[src/rtl/window_sum.sv]
`default_nettype none
// ============================================================================
// Module   : window_sum
// Purpose  : Moving-window sum of the last DEPTH accepted unsigned samples,
//            with valid qualifier, synchronous clear and fill status.
//            Optional macro WINDOW_SUM_AVG_EN adds the registered avg output.
// Revision : 1.0 - initial release
// ============================================================================
module window_sum #(
    parameter int WIDTH = 8,
    parameter int DEPTH = 4,
    parameter int OUT_W = WIDTH + $clog2(DEPTH)
) (
    input  logic                       clk,
    input  logic                       reset,
    input  logic                       in_valid,
    input  logic [WIDTH-1:0]           in,
    input  logic                       clear,
    output logic [OUT_W-1:0]           sum,
    output logic                       out_valid,
    output logic                       full,
    output logic [$clog2(DEPTH+1)-1:0] count
`ifdef WINDOW_SUM_AVG_EN
    ,
    output logic [WIDTH-1:0]           avg
`endif
);

    localparam int PTR_W = $clog2(DEPTH);
    localparam int CNT_W = $clog2(DEPTH + 1);

    logic [WIDTH-1:0] mem_q [DEPTH];
    logic [WIDTH-1:0] mem_d [DEPTH];
    logic [PTR_W-1:0] wptr_q, wptr_d;
    logic [OUT_W-1:0] sum_q,  sum_d;
    logic [CNT_W-1:0] cnt_q,  cnt_d;
    logic             vld_q,  vld_d;

    always_comb begin
        mem_d  = mem_q;
        wptr_d = wptr_q;
        sum_d  = sum_q;
        cnt_d  = cnt_q;
        vld_d  = 1'b0;
        if (clear) begin
            for (int i = 0; i < DEPTH; i++) begin
                mem_d[i] = '0;
            end
            wptr_d = '0;
            sum_d  = '0;
            cnt_d  = '0;
        end else if (in_valid) begin
            // Oldest entry is always part of sum_q, so the subtract cannot underflow.
            sum_d = sum_q + {{PTR_W{1'b0}}, in} - {{PTR_W{1'b0}}, mem_q[wptr_q]};
            mem_d[wptr_q] = in;
            wptr_d = wptr_q + PTR_W'(1);
            if (cnt_q != CNT_W'(DEPTH)) begin
                cnt_d = cnt_q + CNT_W'(1);
            end
            vld_d = 1'b1;
        end
    end

    always_ff @(posedge clk or posedge reset) begin
        if (reset) begin
            mem_q  <= '{default: '0};
            wptr_q <= '0;
            sum_q  <= '0;
            cnt_q  <= '0;
            vld_q  <= 1'b0;
        end else begin
            mem_q  <= mem_d;
            wptr_q <= wptr_d;
            sum_q  <= sum_d;
            cnt_q  <= cnt_d;
            vld_q  <= vld_d;
        end
    end

`ifdef WINDOW_SUM_AVG_EN
    logic [WIDTH-1:0] avg_q;

    // Average tracks the new sum, so it is taken from sum_d rather than sum_q.
    always_ff @(posedge clk or posedge reset) begin
        if (reset) begin
            avg_q <= '0;
        end else begin
            avg_q <= sum_d[OUT_W-1:PTR_W];
        end
    end

    assign avg = avg_q;
`endif

    assign sum       = sum_q;
    assign out_valid = vld_q;
    assign count     = cnt_q;
    assign full      = (cnt_q == CNT_W'(DEPTH));

endmodule
`default_nettype wire

[config.mk]
export PLATFORM = sky130hd
export DESIGN_NAME = window_sum
export DESIGN_NICKNAME = d
export VERILOG_FILES = /design/src/rtl/window_sum.sv
export SDC_FILE = /design/constraint.sdc
export NUM_CORES = 1
export LEC_CHECK = 0
export ABC_AREA = 0
export BUFFER_PORTS_ARGS = -buffer_cell sky130_fd_sc_hd__buf_2
export CAP_MARGIN = 0
export CORE_MARGIN = 2
export CORE_UTILIZATION = 53
export CTS_BUF_LIST = sky130_fd_sc_hd__clkbuf_4 sky130_fd_sc_hd__clkbuf_8
export CTS_CLUSTER_SIZE = 25
export DETAILED_ROUTE_END_ITERATION = 6
export HOLD_SLACK_MARGIN = 0.02
export PLACE_DENSITY = 0.72
export SYNTH_ARGS = -nofsm -noshare
export SYNTH_HDL_FRONTEND = slang
export SYNTH_SLANG_ARGS = --single-unit
[constraint.sdc]
create_clock -name clk -period 3.6 [get_ports clk]
set_input_delay 0.72 -clock clk [delete_from_list [all_inputs] [get_ports clk]]
set_output_delay 0.72 -clock clk [all_outputs]
set_load 0.1 [all_outputs]
==> flow_summary.ini <==
[cts]
cts_buffer_depth = 2
numCtsBuffers = 5
clk_pin_slew_ns = 0.08
ctsResizeCount = 0
ctsHoldBuffers = 0
htree_num_levels = 2
clk_root_buffer_cell = clkbuf_8
cts_tree = built
insertion_delay_ns = 0.30
post_cts_buffers = 0
cts.sink_count = 48

[cells_and_area]
area_growth_pct = 9.180
final_util = 0.5919
diodes = 0
fillers = 503
finalNetCount = 374
drive_gt1_frac = 0.1361

[global_route]
grt_pass1_vias = 2244
grt_start_max_net_pins = 50
overflow = 0
grt_pass1_wl_mm = 10.61
grtUsageTotal = 0.2178
antenna_found_initial = 0

[yosys]
netlist.area_leader.share = 0.4099
synth_xor_area_frac = 0.01494
synth_cells = 319
synth-compound-area-share = 0.1285
ys.flop_type = dfrtp_1
synth_mux_area_frac = 0.07857
synthTopCellsByCount = 48 x dfrtp_1, 40 x inv_1, 40 x nand2_1
yosysSeqAreaShare = 0.4099
synth.top_cells.by_area = dfrtp_1 41%, ha_1 6.8%, a21oi_1 6.7%, mux4_2 6.1%, nand3_1 5.8%
async_reset_ff_frac = 1.000
syn-num-nets = 355
netlist_area_mm2 = 0.002930
synth_edf_count = 0
syn_area_per_cell_um2 = 9.186
synth_most_common_cell = dfrtp_1
yosys_warnings = 0
synth_fa_ha_area_frac = 0.1230
yosys.area.top_type = dfrtp_1
ys_types = 39
synth_top_family_by_area = simple AND/OR/NAND/NOR gates
ys_ff_latch = 48
synthSimpleGateAreaFrac = 0.1699

[placed_design]
gp_congestion = 0.9171
dp_hpwl_mm = 4.352
dp_slack_ns = 0.3340
io_buffers = 26

[die]
die_h_um = 78.36
initial_core_util = 0.5421
fp.dieW_um = 78.36
die_area_mm2 = 0.006140
rows = 27
num_io_pins = 27
core_mm2 = 0.005405

[sta]
fin_ws_ns = 0.2946
worstMarginPinSlew_ns = 0.9930
tns_ns = 0
setup_violations = 0
finalCritPeriodShare = 0.9182
finalHoldViolations = 0
rsz0062_at_grt = false
period_needed_ns = 3.305
clock_skew_ns = 0.003505
timing.fmax_ghz = 0.3025
whs_ns = 0.5268
drv_slew = 0
slew_headroom = 0.3370

[detailed_routing]
via_per_inst = 5.622
num_vias = 2305
drt_iter0_drc = 120
wl_per_cell_um = 14.89
drcViolationCount = 0
drt-total-wl_mm = 6.106
dr.pass1.iters = 5
ant_nets = 0

[power]
ir_drop_v = 0.0004383
power_density_mw_per_mm2 = 672.1
p_leak_nw = 1.500

[setup_path]
critPathMaxFanout = 12
path_common_cell = fa_1
crit_path_end_kind = register
cp.required_ns = 3.79
crit_chain = mux4_2, fa_1, inv_1, fa_1, a21o_1, a22o_1, o21ai_0, nand4_1, o311ai_0
worst_path_largest_cell_delay_ns = 0.68
r2r_slack_ns = 0.29
cp.arrival_ns = 3.50
slowest_stage = dfrtp_1
crit_type = register to register
start_kind = register

[hold_path]
hp-class = register to register

[run_status]
status = finished, final reports clean

[flow_run]
drv_cap = 0
cell usage in the layout, fill, tap and decap left out, types with 4 or more instances in the layout:
master | netlist | layout
a21oi_1 | 39 | 39
mux2i_1 | 5 | 5
buf_2 | 5 | 26
nor2_1 | 16 | 16
a211oi_1 | 6 | 6
nand2_1 | 40 | 40
o21ai_0 | 6 | 6
dfrtp_1 | 48 | 48
clkbuf_8 | 0 | 7
fa_1 | 8 | 8
xnor2_1 | 4 | 4
nand3_1 | 34 | 34
mux4_2 | 8 | 8
nor3_1 | 4 | 4
inv_1 | 40 | 39
ha_1 | 16 | 16
kinds of logic (layout without fill, tap and decap cells):
group | count (synthesis) | count (layout)
simple gates | 108 | 108
flops | 48 | 48
xor+xnor | 5 | 5
buf+inv | 57 | 76
compound gates | 64 | 64
fa+ha+maj | 24 | 24
mux | 13 | 13
cell type report:
class / instances / area, um^2 / area share
well taps: 72 / 90.09 / 0.02816
inverters: 40 / 150.1 / 0.04693
flip-flops and latches: 48 / 1201 / 0.3754
clock buffers: 7 / 96.34 / 0.03011
multi-input cells: 214 / 1509 / 0.4716
repair buffers: 29 / 152.6 / 0.04771
per-layer routing:
layer | part of all wire | GRT usage
met4 | 0.0075 | 0.04561
met1 | 0.47 | 0.3102
met3 | 0.043 | 0.04253
met2 | 0.48 | 0.3509
met5 | 0 | 0
state kept, by name, indices dropped and copies added, names as in the netlist:
name	cells
mem_q	32
wptr_q	2
sum	10
out_valid	1
count	3
worst max-delay path: cells and delay by family, from the launching register on:
kind	cells	cell delay, ns
compound gates	4	0.79
fa+ha+maj	2	0.95
buf+inv	1	0.07
flops	1	0.68
mux	1	0.59
simple gates	1	0.12
worst paths after layout:
path,start,to,cells after the start
min reg2reg,mem_q[14]$_DFFE_PP0P_,mem_q[14]$_DFFE_PP0P_,2
max,wptr_q[1]$_DFFE_PP0P_,sum[6]$_DFFE_PP0P_,9
max reg2reg,wptr_q[1]$_DFFE_PP0P_,sum[6]$_DFFE_PP0P_,9
min in group asynchronous,reset,mem_q[8]$_DFFE_PP0P_,2
max in group asynchronous,reset,sum[4]$_DFFE_PP0P_,2
min,mem_q[14]$_DFFE_PP0P_,mem_q[14]$_DFFE_PP0P_,2
metrics by stage:
step	instance area, um^2	total power, mW	std cells
after CTS	3199	2.160	410
after detailed placement	3103	1.806	403
after global placement	3103	1.784	403
after global routing	3199	2.306	410
after floorplan	2930	1.597	319
final	3199	2.150	410
report_power, final:
| part | switching, mW | internal, mW |
|---|---|---|
| sequential | 0.0548 | 0.598 |
| combinational | 0.792 | 0.353 |
| clock | 0.181 | 0.171 |
| total | 1.03 | 1.12 |
Note: power is estimated with default switching activity, not from simulation.
